File: config.mk
export PLATFORM = sky130hd
export DESIGN_NAME = btn_run_ctrl
export DESIGN_NICKNAME = d
export VERILOG_FILES = /design/src/rtl/btn_run_ctrl.sv
export SDC_FILE = /design/constraint.sdc
export NUM_CORES = 1
export LEC_CHECK = 0
export CORE_ASPECT_RATIO = 0.8
export CORE_MARGIN = 2
export CORE_UTILIZATION = 40
export DETAILED_ROUTE_END_ITERATION = 8
export GPL_ROUTABILITY_DRIVEN = 1
export PLACE_DENSITY_LB_ADDON = 0.2
export RECOVER_POWER = 50
export SLEW_MARGIN = 5
export SYNTH_ARGS = -nofsm -noshare
export SYNTH_HDL_FRONTEND = slang
export SYNTH_SLANG_ARGS = --single-unit
export TNS_END_PERCENT = 30
File: constraint.sdc
create_clock -name clk -period 3.9 [get_ports clk]
set_input_delay 0.39 -clock clk [delete_from_list [all_inputs] [get_ports clk]]
set_output_delay 0.39 -clock clk [all_outputs]
set_load 0.05 [all_outputs]
File: src/rtl/btn_run_ctrl.sv
// -----------------------------------------------------------------------------
// btn_run_ctrl
// Control stage in front of the LED counter. Two raw, active-low push buttons
// are synchronized and debounced. Presses drive a small PAUSED/RUN/STEP FSM
// that produces the counter enable.
//
// Ports:
//   clk         system clock
//   rst_n       asynchronous, active-low reset
//   btn_run_n   raw run/pause button, active-low, asynchronous to clk
//   btn_step_n  raw single-step button, active-low, asynchronous to clk
//   en          registered counter enable:
//                 continuous in RUN, a single-cycle pulse for STEP
//   run_led     registered run-status LED, high while in RUN
//
// Parameters:
//   DB_CNT       consecutive stable cycles needed to accept a level change (>=2)
//   SYNC_STAGES  flip-flops per button synchronizer (>=2)
// -----------------------------------------------------------------------------
module btn_run_ctrl #(
  parameter int DB_CNT      = 1000000,
  parameter int SYNC_STAGES = 2
) (
  input  logic clk,
  input  logic rst_n,
  input  logic btn_run_n,
  input  logic btn_step_n,
  output logic en,
  output logic run_led
);

  localparam int            CW      = (DB_CNT > 1) ? $clog2(DB_CNT) : 1;
  localparam logic [CW-1:0] CNT_MAX = CW'(DB_CNT - 1);

  // Index 0 is the run button and index 1 is the step button.
  localparam int BTN_RUN  = 0;
  localparam int BTN_STEP = 1;

  typedef enum logic [1:0] {
    ST_PAUSED = 2'd0,
    ST_RUN    = 2'd1,
    ST_STEP   = 2'd2
  } state_e;

  logic [1:0]                  btn_raw_s;
  logic [1:0][SYNC_STAGES-1:0] sync_q;
  logic [1:0][CW-1:0]          cnt_q;
  logic [1:0][CW-1:0]          cnt_d;
  logic [1:0]                  stable_q;
  logic [1:0]                  stable_d;
  logic [1:0]                  stable_dly_q;
  logic [1:0]                  press_q;
  state_e                      state_q;
  state_e                      state_d;
  logic                        en_q;
  logic                        en_d;
  logic                        run_led_q;
  logic                        run_led_d;

  assign btn_raw_s = {btn_step_n, btn_run_n};

  // Synchronizer chains. Bit 0 is the input stage, and the MSB is the only
  // stage used downstream.
  always_ff @(posedge clk or negedge rst_n) begin
    if (!rst_n) begin
      sync_q <= {(2 * SYNC_STAGES){1'b1}};
    end else begin
      for (int i = 0; i < 2; i++) begin
        sync_q[i] <= {sync_q[i][SYNC_STAGES-2:0], btn_raw_s[i]};
      end
    end
  end

  // Debounce next-state. Any disagreement must persist for DB_CNT cycles.
  // A single agreeing cycle restarts the count. The >= comparison brings a
  // corrupted counter back to zero instead of letting it wander.
  always_comb begin
    stable_d = stable_q;
    cnt_d    = cnt_q;
    for (int i = 0; i < 2; i++) begin
      if (sync_q[i][SYNC_STAGES-1] == stable_q[i]) begin
        cnt_d[i] = {CW{1'b0}};
      end else if (cnt_q[i] >= CNT_MAX) begin
        stable_d[i] = sync_q[i][SYNC_STAGES-1];
        cnt_d[i]    = {CW{1'b0}};
      end else begin
        cnt_d[i] = cnt_q[i] + CW'(1);
      end
    end
  end

  // Debounce registers plus a one-cycle press pulse.
  // Only the released-to-pressed (1 -> 0) transition produces a pulse.
  always_ff @(posedge clk or negedge rst_n) begin
    if (!rst_n) begin
      cnt_q        <= {(2 * CW){1'b0}};
      stable_q     <= 2'b11;
      stable_dly_q <= 2'b11;
      press_q      <= 2'b00;
    end else begin
      cnt_q        <= cnt_d;
      stable_q     <= stable_d;
      stable_dly_q <= stable_q;
      press_q      <= stable_dly_q & ~stable_q;
    end
  end

  // FSM next-state and output decode.
  // The run button has priority over the step button.
  // STEP always lasts exactly one cycle.
  always_comb begin
    state_d = state_q;
    case (state_q)
      ST_PAUSED: begin
        if (press_q[BTN_RUN]) begin
          state_d = ST_RUN;
        end else if (press_q[BTN_STEP]) begin
          state_d = ST_STEP;
        end else begin
          state_d = ST_PAUSED;
        end
      end
      ST_RUN: begin
        if (press_q[BTN_RUN]) begin
          state_d = ST_PAUSED;
        end else begin
          state_d = ST_RUN;
        end
      end
      ST_STEP: begin
        state_d = ST_PAUSED;
      end
      default: begin
        state_d = ST_PAUSED;
      end
    endcase
    en_d      = (state_d == ST_RUN) || (state_d == ST_STEP);
    run_led_d = (state_d == ST_RUN);
  end

  // State register and registered outputs.
  // Reset clears the outputs asynchronously, so en drops without a clock edge.
  always_ff @(posedge clk or negedge rst_n) begin
    if (!rst_n) begin
      state_q   <= ST_PAUSED;
      en_q      <= 1'b0;
      run_led_q <= 1'b0;
    end else begin
      state_q   <= state_d;
      en_q      <= en_d;
      run_led_q <= run_led_d;
    end
  end

  assign en      = en_q;
  assign run_led = run_led_q;

endmodule

==> insert_results.sql, run 1 <==
INSERT INTO impl_metrics (metric_group, metric, value, unit) VALUES
('die', 'rows', '25', ''),
('layout', 'drive_gt1_share', '10.3', '%'),
('synth', 'post_synth_inst_count', '236', ''),
('sta', 'grt_setup_unrepaired', 'false', ''),
('synth', 'yosys_warning_total', '0', ''),
('clock_tree', 'cts_root_buf', 'clkbuf_8', ''),
('clock_tree', 'cts_tree', 'built', ''),
('layout', 'layout.core_utilization', '45.9', '%'),
('clock_tree', 'clk_pin_slew_worst_paths', '0.09', 'ns'),
('grt', 'grt_first_pass_wirelength', '7.90', 'mm'),
('route', 'detailed_routing_iteration_count_for_the_pre_antenna_repair_pass', '4', ''),
('die', 'io_pins', '6', ''),
('sta', 'maxClockFrequency', '431', 'MHz'),
('die', 'fp.dieArea', '0.00691', 'mm2'),
('layout', 'layout.cell_area.non_filler', '0.00274', 'mm2'),
('placed_design', 'placer_congestion_estimate', '0.775', ''),
('critical_path', 'timing.critical_path.arrival', '2.54', 'ns'),
('run', 'drv.max_cap_violation_count', '1', ''),
('synth', 'synth_nets', '243', ''),
('critical_path', 'cpMaxStageDelayCell', 'clkbuf_1', ''),
('die', 'initial_utilization', '41.9', '%'),
('placed_design', 'numPortBuffers', '5', ''),
('clock_tree', 'cts.htree.levels', '2', ''),
('sta', 'maxSlewViolCount', '32', ''),
('sta', 'relSlewSlack', '-5.46', '%'),
('placed_design', 'placedInstanceArea', '0.00264', 'mm2'),
('synth', 'yosys.cell_types.count', '33', ''),
('outcome', 'run_status', 'finished with violations', ''),
('die', 'core_area', '0.00597', 'mm2'),
('critical_path', 'series_of_cell_instances_along_the_critical_path', 'clkbuf_1, clkbuf_1', ''),
('hold_path', 'min-delay-start', 'sync_q[2]', ''),
('layout', 'area_added_between_synthesis_and_finish', '9.65', '%'),
('grt', 'grt_pass1_vias', '1665', ''),
('power_and_ir_drop', 'power_density', '354', 'mW/mm2'),
('critical_path', 'worst_setup_path_startpoint', 'rst_n', ''),
('synth', 'synthesis.area', '0.00250', 'mm2'),
('route', 'avgRoutedWirePerCell', '13.5', 'um'),
('layout', 'layout.cells.non_filler', '324', ''),
('clock_tree', 'cts_buffers', '5', ''),
('outcome', 'failed_checks', 'max-capacitance violations, max-slew violations', ''),
('placed_design', 'pre_cts_slack', '1.81', 'ns'),
('sta', 'timing.setup.tns', '0', 'ns'),
('grt', 'globalRouteTotalUtil', '14.5', '%'),
('layout', 'num-fill-cells', '561', ''),
('clock_tree', 'cts_repair_resize_count', '0', ''),
('route', 'num_vias', '1740', ''),
('clock_tree', 'cts_max_path_buffers', '2', ''),
('layout', 'multiInputGateArea', '0.00106', 'mm2'),
('critical_path', 'crit_path_max_incr_delay', '1.12', 'ns'),
('sta', 'worst_setup_skew_after_layout', '0.00827', 'ns'),
('critical_path', 'reg2reg_slack', '1.83', 'ns'),
('synth', 'avgSynthCellArea', '10.6', 'um2'),
('power_and_ir_drop', 'p_leak', '1.05', 'nW'),
('layout', 'area.sequential', '0.00136', 'mm2'),
('synth', 'yosysSeqAreaShare', '54.4', '%'),
('sta', 'period_needed', '2.32', 'ns'),
('clock_tree', 'clock-sinks', '54', ''),
('grt', 'maximum_number_of_pins_on_one_net_before_global_route_repair', '32', ''),
('grt', 'antenna_found_initial', '0', ''),
('sta', 'endpoints_failing_setup', '0', ''),
('layout', 'commonest_cells_after_routing_fill_and_taps_aside', '46 x dfrtp_1, 38 x nor3_1, 26 x xnor2_1', ''),
('placed_design', 'dp_hpwl', '2.99', 'mm'),
('layout', 'nets', '249', ''),
('critical_path', 'crit_path_max_fanout', '31', ''),
('die', 'die_w', '92.4', 'um'),
('hold_path', 'worst_hold_path_type', 'reg -> reg', ''),
('critical_path', 'setup.worst_path.start_class', 'primary input', ''),
('grt', 'globalRoute.totalOverflow', '0', ''),
('critical_path', 'crit-reg2reg-launch', 'cnt_q[3]', ''),
('synth', 'yosys_register_bits', '54', ''),
('critical_path', 'cp.buffers_inverters', '2', '');
## state kept, by name, indices dropped and copies added (netlist names)
register      flops
press_q           2
sync_q            4
en                1
run_led           1
stable_q          2
state_q           2
cnt_q            40
stable_dly_q      2
## power breakdown
part           switching [mW]  internal (mW)  total [mW]
clock                   0.172          0.192       0.365
sequential            0.00592          0.568       0.574
combinational          0.0219        0.00926      0.0312
total                   0.200          0.770       0.970
## path summary, 6_finish.rpt
check | cells after the start | to
max | 2 | cnt_q[38]
min in group asynchronous | 1 | cnt_q[12]
min reg2reg | 0 | sync_q[3]
min | 0 | sync_q[3]
max reg2reg | 4 | cnt_q[19]
max in group clk | 4 | cnt_q[19]
## cell families (layout without fill, tap and decap cells)
| group | count (synthesis) | after routing | synth area share [%] |
|---|---|---|---|
| and+or+nand+nor | 102 | 102 | 22.4 |
| DFF | 54 | 54 | 54.4 |
| xor gates and xnor gates | 31 | 31 | 10.8 |
| AOI/OAI and AO/OA | 23 | 23 | 6.55 |
| buffers and inverters | 21 | 28 | 3.35 |
| adders and majority gates | 3 | 3 | 1.50 |
| muxes | 2 | 2 | 0.900 |
## Yosys cell counts, types with 2 or more instances
| library cell | n | area share (%) |
|---|---|---|
| dfrtp_1 | 46 | 46 |
| nor3_1 | 38 | 7.6 |
| xnor2_1 | 26 | 9.1 |
| nand3_1 | 13 | 2.6 |
| inv_1 | 11 | 1.7 |
| nand4_1 | 10 | 2.5 |
| nand2_1 | 9 | 1.3 |
| nor4_1 | 9 | 2.2 |
| dfstp_2 | 8 | 8.4 |
| nor2_1 | 8 | 1.2 |
| a211oi_1 | 7 | 2.1 |
| clkbuf_1 | 6 | 0.90 |
| o21ai_0 | 6 | 1.2 |
| xor2_1 | 5 | 1.7 |
| buf_2 | 4 | 0.80 |
| a31o_2 | 3 | 1.1 |
| ha_1 | 3 | 1.5 |
| o31ai_1 | 3 | 0.90 |
| or3_1 | 3 | 0.75 |
| mux2_2 | 2 | 0.90 |
| nor2b_1 | 2 | 0.50 |
| nor3b_1 | 2 | 0.60 |
| or4_1 | 2 | 0.60 |
## layer usage
| layer | track usage [%] | share of wire, % | wire length, um | up-vias |
|---|---|---|---|---|
| met5 | 0 | 0 | 0 | - |
| met4 | 5.47 | 0.98 | 43 | 0 |
| met2 | 21.6 | 41 | 1790 | 16 |
| met3 | 3.60 | 2.6 | 116 | 4 |
| li1 | - | - | - | 870 |
| met1 | 20.8 | 56 | 2440 | 850 |
## final cells by class
type | instances | share of cell area [%]
flip-flops and latches | 54 | 49.6
multi-input cells | 161 | 38.8
well taps | 81 | 3.69
clock buffers | 7 | 2.78
repair buffers | 9 | 2.55
inverters | 11 | 1.50
clock inverters | 1 | 1.09
(Power assumes the default switching activity.)
==> inputs of run 2 (changes only) <==
Clock period 3.9 ns to 2.3 ns, I/O delays scaled along.
==> run 2 against run 1 <==
The run now ends clean. Sequential share of layout area decreased by 1.4 points. Worst setup slack worse by 1.4 ns. Routed wire length rose by 3.5%. Count of clock-buffer cells in the layout down 2. Non-clock buffer count grew 9. Utilization is 1.3 points higher. Critical path type is now reg -> reg. Register-to-register slack got worse by 1.6 ns. Design area is 2.9% higher.
==> insert_results.sql, run 2 (synthesized netlist as in run 1, its figures left out) <==
INSERT INTO impl_metrics (metric_group, metric, value, unit) VALUES
('outcome', 'run_status', 'completed', ''),
('sta', 'tightest_slew', '0.882', 'ns'),
('grt', 'globalRouteTotalUtil', '14.5', '%'),
('placed_design', 'placer_congestion_estimate', '0.864', ''),
('route', 'routed_wl', '4.54', 'mm'),
('die', 'die_w', '92.4', 'um'),
('clock_tree', 'cts_max_path_buffers', '2', ''),
('route', 'ant_nets', '0', ''),
('critical_path', 'criticalPathCategory', 'reg -> reg', ''),
('clock_tree', 'cts_buffers', '5', ''),
('grt', 'globalRoute.totalOverflow', '0', ''),
('sta', 'worst_setup_slack_final', '0.209', 'ns'),
('critical_path', 'critPathRequiredTime', '2.51', 'ns'),
('power_and_ir_drop', 'share_clk_of_total_power', '38.7', '%'),
('clock_tree', 'cts_root_buf', 'clkbuf_8', ''),
('grt', 'antenna_found_initial', '0', ''),
('sta', 'grt_setup_unrepaired', 'false', ''),
('critical_path', 'crit_path_max_incr_delay', '0.68', 'ns'),
('clock_tree', 'clock-sinks', '54', ''),
('power_and_ir_drop', 'seqPwrFrac', '58.0', '%'),
('route', 'avgRoutedWirePerCell', '13.6', 'um'),
('sta', 'timing.setup.tns', '0', 'ns'),
('die', 'initial_utilization', '41.9', '%'),
('layout', 'max_flop_register', 'cnt_q', ''),
('critical_path', 'critPathCaptureType', 'flip-flop', ''),
('critical_path', 'r2r_end', 'cnt_q[19]', ''),
('placed_design', 'numPortBuffers', '5', ''),
('sta', 'endpoints_failing_setup', '0', ''),
('clock_tree', 'postCtsHoldBufs', '1', ''),
('power_and_ir_drop', 'worst_ir_drop_vdd', '0.349', 'mV'),
('layout', 'reg.largest.list', 'cnt_q x40, sync_q x4', ''),
('hold_path', 'worst_hold_path_type', 'reg -> reg', ''),
('layout', 'nets', '258', ''),
('layout', 'largest_register_ffs', '40', ''),
('sta', 'period_needed', '2.09', 'ns'),
('critical_path', 'timing.critical_path.arrival', '2.31', 'ns'),
('layout', 'layout.core_utilization', '47.2', '%'),
('clock_tree', 'post-cts-setup-buffers', '0', ''),
('die', 'fp.dieArea', '0.00691', 'mm2'),
('sta', 'relSlewSlack', '41.2', '%'),
('sta', 'hold_viol', '0', ''),
('critical_path', 'cp.buffers_inverters', '0', ''),
('sta', 'maxSlewViolCount', '0', ''),
('sta', 'maxClockFrequency', '478', 'MHz'),
('power_and_ir_drop', 'p_leak', '1.10', 'nW'),
('power_and_ir_drop', 'switching_power', '0.365', 'mW'),
('layout', 'layout_commonest_cell', 'dfrtp_1', ''),
('critical_path', 'reg2reg_slack', '0.21', 'ns'),
('critical_path', 'series_of_cell_instances_along_the_critical_path', 'nand4_4, or4_1, or4_1, a211oi_1', ''),
('critical_path', 'setup.worst_path.start_class', 'flip-flop', ''),
('clock_tree', 'clock_insertion_delay_worst_skew', '0.31', 'ns'),
('hold_path', 'min-delay-start', 'sync_q[2]', ''),
('hold_path', 'min_delay_worst_endpoint', 'sync_q[3]', ''),
('route', 'detailed_routing_iteration_count_for_the_pre_antenna_repair_pass', '4', ''),
('layout', 'commonest_cells_after_routing_fill_and_taps_aside', '46 x dfrtp_1, 38 x nor3_1, 26 x xnor2_1', ''),
('die', 'core_area', '0.00597', 'mm2'),
('layout', 'antenna-diode-count', '0', ''),
('critical_path', 'crit-reg2reg-launch', 'cnt_q[3]', ''),
('hold_path', 'cell_depth_of_the_worst_min_delay_path', '0', ''),
('layout', 'drive_gt1_share', '14.3', '%'),
('critical_path', 'crit_path_max_fanout', '9', ''),
('layout', 'area_added_between_synthesis_and_finish', '12.8', '%'),
('critical_path', 'worstRegToRegCells', '4', ''),
('clock_tree', 'cts_repair_resize_count', '0', ''),
('layout', 'num-fill-cells', '559', ''),
('critical_path', 'path_delay_family', 'simple AND/OR/NAND/NOR gates', ''),
('sta', 'period_share', '90.9', '%'),
('critical_path', 'worst_path_most_repeated_cell', 'or4_1', ''),
('clock_tree', 'clk_pin_slew_worst_paths', '0.10', 'ns'),
('power_and_ir_drop', 'switching_portion_of_total_power', '21.7', '%'),
('power_and_ir_drop', 'power_density', '595', 'mW/mm2'),
('sta', 'fin_worst_hold_slack', '0.360', 'ns'),
('route', 'via_per_inst', '5.31', ''),
('sta', 'worst_setup_skew_after_layout', '0.0155', 'ns'),
('grt', 'grt_pass1_vias', '1678', ''),
('placed_design', 'dp_hpwl', '3.19', 'mm'),
('die', 'io_pins', '6', ''),
('clock_tree', 'cts.htree.levels', '2', ''),
('placed_design', 'pre_cts_slack', '0.186', 'ns'),
('grt', 'maximum_number_of_pins_on_one_net_before_global_route_repair', '23', ''),
('die', 'die_h', '74.7', 'um'),
('die', 'rows', '25', ''),
('grt', 'grt_first_pass_wirelength', '8.07', 'mm'),
('route', 'first_iter_violations', '97', ''),
('run', 'drv.max_cap_violation_count', '0', ''),
('clock_tree', 'cts_tree', 'built', ''),
('power_and_ir_drop', 'internal_power', '1.31', 'mW'),
('route', 'num_vias', '1768', ''),
('power_and_ir_drop', 'report.power.total', '1.68', 'mW'),
('power_and_ir_drop', 'combinationalPowerShare', '3.3', '%'),
('critical_path', 'cpMaxStageDelayCell', 'or4_1', ''),
('route', 'drcViolationCount', '0', '');
==> run 2: cell types whose count changed in the layout (fill, tap and decap cells not counted) <==
cell,before,now
buf_4,3,10
clkbuf_1,4,1
inv_6,0,2
dlygate4sd3_1,2,3
clkbuf_2,0,2
==> run 2: worst register-to-register path, cell delays in order, from the launching register on <==
cell      delay, ns
dfrtp_1        0.47
nand4_4        0.18
or4_1          0.68
or4_1          0.45
a211oi_1       0.23
==> run 2: metrics by stage <==
| stage | std cells | instance area (um2) |
|---|---|---|
| after global routing | 333 | 2820 |
| after global placement | 324 | 2700 |
| after detailed placement | 324 | 2700 |
| after CTS | 333 | 2830 |
| final | 333 | 2820 |
| after floorplan | 236 | 2500 |
==> run 2: worst max path at each step <==
| stage | startpoint | end | slack, ns | cells after the start |
|---|---|---|---|---|
| 5_1_grt | cnt_q[3] | cnt_q[19] | 0.08 | 4 |
| 4_1_cts | cnt_q[3] | cnt_q[19] | 0.19 | 4 |
| 6_report | cnt_q[3] | cnt_q[19] | 0.21 | 4 |
| 2_1_floorplan | cnt_q[3] | cnt_q[19] | 0.38 | 5 |
| 3_3_place_gp | cnt_q[3] | cnt_q[19] | 0.27 | 4 |
| 3_5_place_dp | cnt_q[3] | cnt_q[19] | 0.19 | 4 |
==> run 2: routing by layer <==
metal	track usage [%]	vias to the layer above	part of all wire, %
li1	-	880	-
met1	22.2	863	58
met3	3.30	2	2.7
met2	21.3	23	39
met5	0	-	0
met4	2.99	0	0.51
==> run 2: power by group through the flow <==
stage,sequential (mW),combinational (mW),clock [mW]
after floorplan,0.988,0.0271,0
after global placement,0.992,0.0580,0
after detailed placement,0.992,0.0580,0
after CTS,0.974,0.0594,0.682
after global routing,0.977,0.0653,0.720
final,0.974,0.0547,0.650
==> run 2: layout make-up <==
cell class              count  area, um2  area share (%)
clock buffers               5       68.8            2.44
clock inverters             3       47.5            1.68
inverters                  11       41.3            1.46
multi-input cells         161       1060            37.7
flip-flops and latches     54       1360            48.2
well taps                  81        101            3.59
repair buffers             18        139            4.92
==> patch 1: new RTL, flow settings as in run 2 <==
Make the reset (`rst_n`) synchronous in 3 clocked blocks. Comments in the files are not updated.
--- a/src/rtl/btn_run_ctrl.sv
+++ b/src/rtl/btn_run_ctrl.sv
@@ -63,3 +63,3 @@
   // stage used downstream.
-  always_ff @(posedge clk or negedge rst_n) begin
+  always_ff @(posedge clk) begin
     if (!rst_n) begin
@@ -93,3 +93,3 @@
   // Only the released-to-pressed (1 -> 0) transition produces a pulse.
-  always_ff @(posedge clk or negedge rst_n) begin
+  always_ff @(posedge clk) begin
     if (!rst_n) begin
@@ -142,3 +142,3 @@
   // Reset clears the outputs asynchronously, so en drops without a clock edge.
-  always_ff @(posedge clk or negedge rst_n) begin
+  always_ff @(posedge clk) begin
     if (!rst_n) begin
Check against the original RTL: no difference found for any inputs over 10 cycles, from zero or initial values and one cycle with rst_n low; that may be too few to reach the edited logic, so the function may still have changed.
==> patch 1 against run 2 <==
Routed wire length fell by 20%. Maximum frequency rose by 8.6%. Final area fell by 11%. Synthesized area fell by 10%. Cell count rose by 3.9%. Hold slack improved by 0.056 ns. Clock skew fell by 0.0065 ns. Setup slack improved by 0.17 ns. Non-clock buffer count fell by 8. Sequential cell count did not move. Die area fell by 9.6%. Largest cell class is now multi-input combinational cells.
Power is not compared: it rests on default switching activity, and its combinational part moved more than twofold at a synthesized area within 25%.
==> patch 1: results (changes against run 2) <==
nets@finish -> 274 (+6.2%)
Area contributors post-synth -> dfxtp_1 48%, xnor2_1 8.6%, nor2_1 7.0%, a21oi_1 2.9%, or3_1 2.8%
Post-Syn Area per Cell -> 8.79 um^2 (-17%)
status -> finished clean
met2 Use GR -> 18.4% (-2.9 points)
met1 WL -> 2020 um (-23%)
ys async rst share -> 0% (-100 points)
fin cells -> 346 (+3.9%)
Finished Cell Area -> 2510 um^2 (-11%)
Arr. time, crit path -> 2.16 ns (-0.15 ns)
largest net degree at the start of global routing -> 21 (-8.7%)
routability cong. -> 0.784 (-9.3%)
Post-synth top cells -> 54 x dfxtp_1, 42 x nor2_1, 22 x xnor2_1, 15 x nand2_1, 14 x inv_1
Slew @ Worst Pin -> 0.499 ns (-0.384 ns)
DR WL met2 -> 1490 um (-16%)
WL final -> 3620 um (-20%)
ys flop type -> dfxtp_1
vias in the first global route -> 1,504 (-10%)
met3 WL -> 83 um (-33%)
Crit Path Max Fanout -> 10 (+1)
DP Area -> 2410 um^2 (-11%)
register area share after synthesis -> 48.0% (-6.4 points)
Largest stage delay, worst path -> 0.66 ns (-0.02 ns)
Synth Area in Compound Gates -> 8.45% (+1.9 points)
met1 Usage GRT -> 19.1% (-3.1 points)
post-synth cell types -> 32 (-3.0%)
Cells after DPL -> 338 (+4.3%)
Syn Nets -> 263 (+8.2%)
-- patch 1: worst paths after layout --
| path | slack, ns | cells after the start | startpoint | end |
|---|---|---|---|---|
| worst max register to register | 0.37 | 4 | cnt_q[23] | cnt_q[37] |
| worst min register to register | 0.42 | 1 | sync_q[0] | sync_q[1] |
| worst min-delay path | 0.42 | 1 | sync_q[0] | sync_q[1] |
| worst max-delay path | 0.37 | 4 | cnt_q[23] | cnt_q[37] |
-- patch 1: power breakdown --
group	total [mW]	switching [mW]	internal (mW)
Clock	0.627	0.303	0.324
Combinational	0.0213	0.0119	0.00945
Sequential	0.940	0.00204	0.938
Total	1.59	0.317	1.27
-- patch 1: final cells by class --
cell class              instances  area share, %
multi-input cells             182           43.5
flip-flops and latches         54           43.0
well taps                      78           3.88
repair buffers                 10           3.03
clock buffers                   5           2.74
inverters                      14           2.09
clock inverters                 3           1.79
==> patch 2: new RTL, settings of run 2 <==
Made on the original files. The parameter `SYNC_STAGES` goes from 2 to 4. Comments in the files are not updated.
--- a/src/rtl/btn_run_ctrl.sv
+++ b/src/rtl/btn_run_ctrl.sv
@@ -21,3 +21,3 @@
   parameter int DB_CNT      = 1000000,
-  parameter int SYNC_STAGES = 2
+  parameter int SYNC_STAGES = 4
 ) (
Function: same outputs for any inputs over 10 cycles, from zero or initial values and one cycle with rst_n low; that may be too few to reach the edited logic, so the function may still have changed.
==> patch 2 against run 2 <==
Synthesized area is 4.2% higher. Die area is 4.0% higher. Power is 14% higher. Sequential cell count is 4 higher. Routed wire length is 3.5% higher. Setup slack better by 0.046 ns. Clock power is 23% higher. Final area is 5.7% higher. Synthesized cell count is 1.7% higher. Critical path type unchanged.
==> patch 2: results (changes against run 2) <==
status -> finished clean
routed vias -> 1,810 (+2.4%)
Fin Hold WS -> 0.348 ns (-0.0124 ns)
TritonCTS buffer count -> 9 (+4)
Arr. time, crit path -> 2.29 ns (-0.02 ns)
Crit Path Max Fanout -> 9 (unchanged)
Hold WC Path Type -> reg2reg
number of inserted diodes -> 0 (unchanged)
first-pass GRT wire length -> 8740 um (+8.4%)
ys async rst share -> 100% (unchanged)
initial DRC count -> 166 (+71%)
ys flop type -> dfrtp_1
Area contributors post-synth -> dfrtp_1 44%, dfstp_2 12%, xnor2_1 8.7%, nor3_1 7.3%, nand3_1 2.5%
clk slew on worst S/H paths -> 0.06 ns (-0.04 ns)
CTS-repair resized insts -> 0 (unchanged)
hold path start -> sync_q[0]
routability cong. -> 0.810 (-6.2%)
CP max-delay cell -> or4_1
CTS Buffer Depth -> 2 (unchanged)
Worst-Skew Late Latency -> 0.33 ns (+0.02 ns)
post-synth cell types -> 33 (unchanged)
antenna violations before repair -> 0 (unchanged)
hold buffer count at cts -> 1 (unchanged)
Largest stage delay, worst path -> 0.68 ns (about the same)
Root Buffer -> clkbuf_8
nets@finish -> 264 (+2.3%)
# Post-CTS Setup Buffers -> 0 (unchanged)
crit path kind -> reg2reg
H-tree depth -> 3 (+1)
Setup Skew -> 0.00891 ns (-0.00659 ns)
VDD IR-drop max -> 0.311 mV (-11%)
Leakage -> 1.16 nW (+5.8%)
Detailed Routing Iterations Pass 1 -> 4 (unchanged)
gr usage total -> 15.7% (+1.2 points)
share of cells above drive strength 1 -> 15.7% (+1.4 points)
Yosys warning total -> 0 (unchanged)
register area share after synthesis -> 56.2% (+1.8 points)
reg-to-reg slack, setup -> 0.26 ns (+0.05 ns)
Post-synth top cells -> 46 x dfrtp_1, 38 x nor3_1, 26 x xnor2_1, 13 x nand3_1, 12 x dfstp_2
Syn Nets -> 247 (+1.6%)
Port Buf Inserts -> 5 (unchanged)
Wirelength per Cell -> 13.6 um (about the same)
Detail Placement HPWL -> 3110 um (-2.5%)
largest net degree at the start of global routing -> 44 (+91%)
Slew headroom -> 36.8% (-4.3 points)
Crit Reg-Reg Startpoint -> cnt_q[3]
Top Registers -> cnt_q: 40 flops, sync_q: 8 flops
## patch 2: changes by cell type in the layout (fill, tap and decap cells not counted), moves of 2 or more
cell and delta:
inv_6 -2, clkbuf_8 +6, clkbuf_1 +4, dfstp_2 +4
clkbuf_2 -2
## patch 2: layout make-up
class,count,area (um^2)
fillers,607,3360
flip-flops and latches,58,1470
multi-input cells,161,1060
clock buffers,15,166
repair buffers,16,141
well taps,84,105
inverters,11,41.3
## patch 2: path summary, 6_finish.rpt
path	cells past startpoint	endpoint
max	4	cnt_q[19]
min in group asynchronous	2	cnt_q[12]
min	0	sync_q[1]
min reg2reg	0	sync_q[1]
max reg2reg	4	cnt_q[19]
max in group asynchronous	3	sync_q[0]
## patch 2: worst max-delay path: cells and delay by family, from the launching register on
family	cells	cell delay (ns)
AOI/OAI and AO/OA	1	0.23
DFF	1	0.44
and+or+nand+nor	3	1.29
## patch 2: logic make-up after synthesis
logic type | share of synthesized area, %
AOI/OAI and AO/OA | 6.29
xor gates and xnor gates | 10.4
adders and majority gates | 1.44
buffers and inverters | 3.21
DFF | 56.2
muxes | 0.864
and+or+nand+nor | 21.5
## patch 2: per-layer routing
| metal | track usage, % | share of wire [%] | up-vias |
|---|---|---|---|
| met5 | 0 | 0 | - |
| met4 | 6.09 | 1.5 | 0 |
| met3 | 5.64 | 3.9 | 5 |
| met2 | 20.2 | 41 | 29 |
| met1 | 24.0 | 54 | 881 |
| li1 | - | - | 895 |
## patch 2: through the flow
stage,total power [mW],cell area [um^2],cells,worst slack (ns)
after floorplan,1.09,2610,240,0.378
after global placement,1.13,2810,329,0.275
after detailed placement,1.13,2810,329,0.256
after CTS,1.94,2990,345,0.243
after global routing,2.01,2980,345,0.101
final,1.91,2980,345,0.255
## patch 2: report_power, final
group          total (mW)  internal, mW  switching [mW]
registers            1.05          1.04          0.0103
logic              0.0589        0.0201          0.0388
clock network       0.801         0.446           0.355
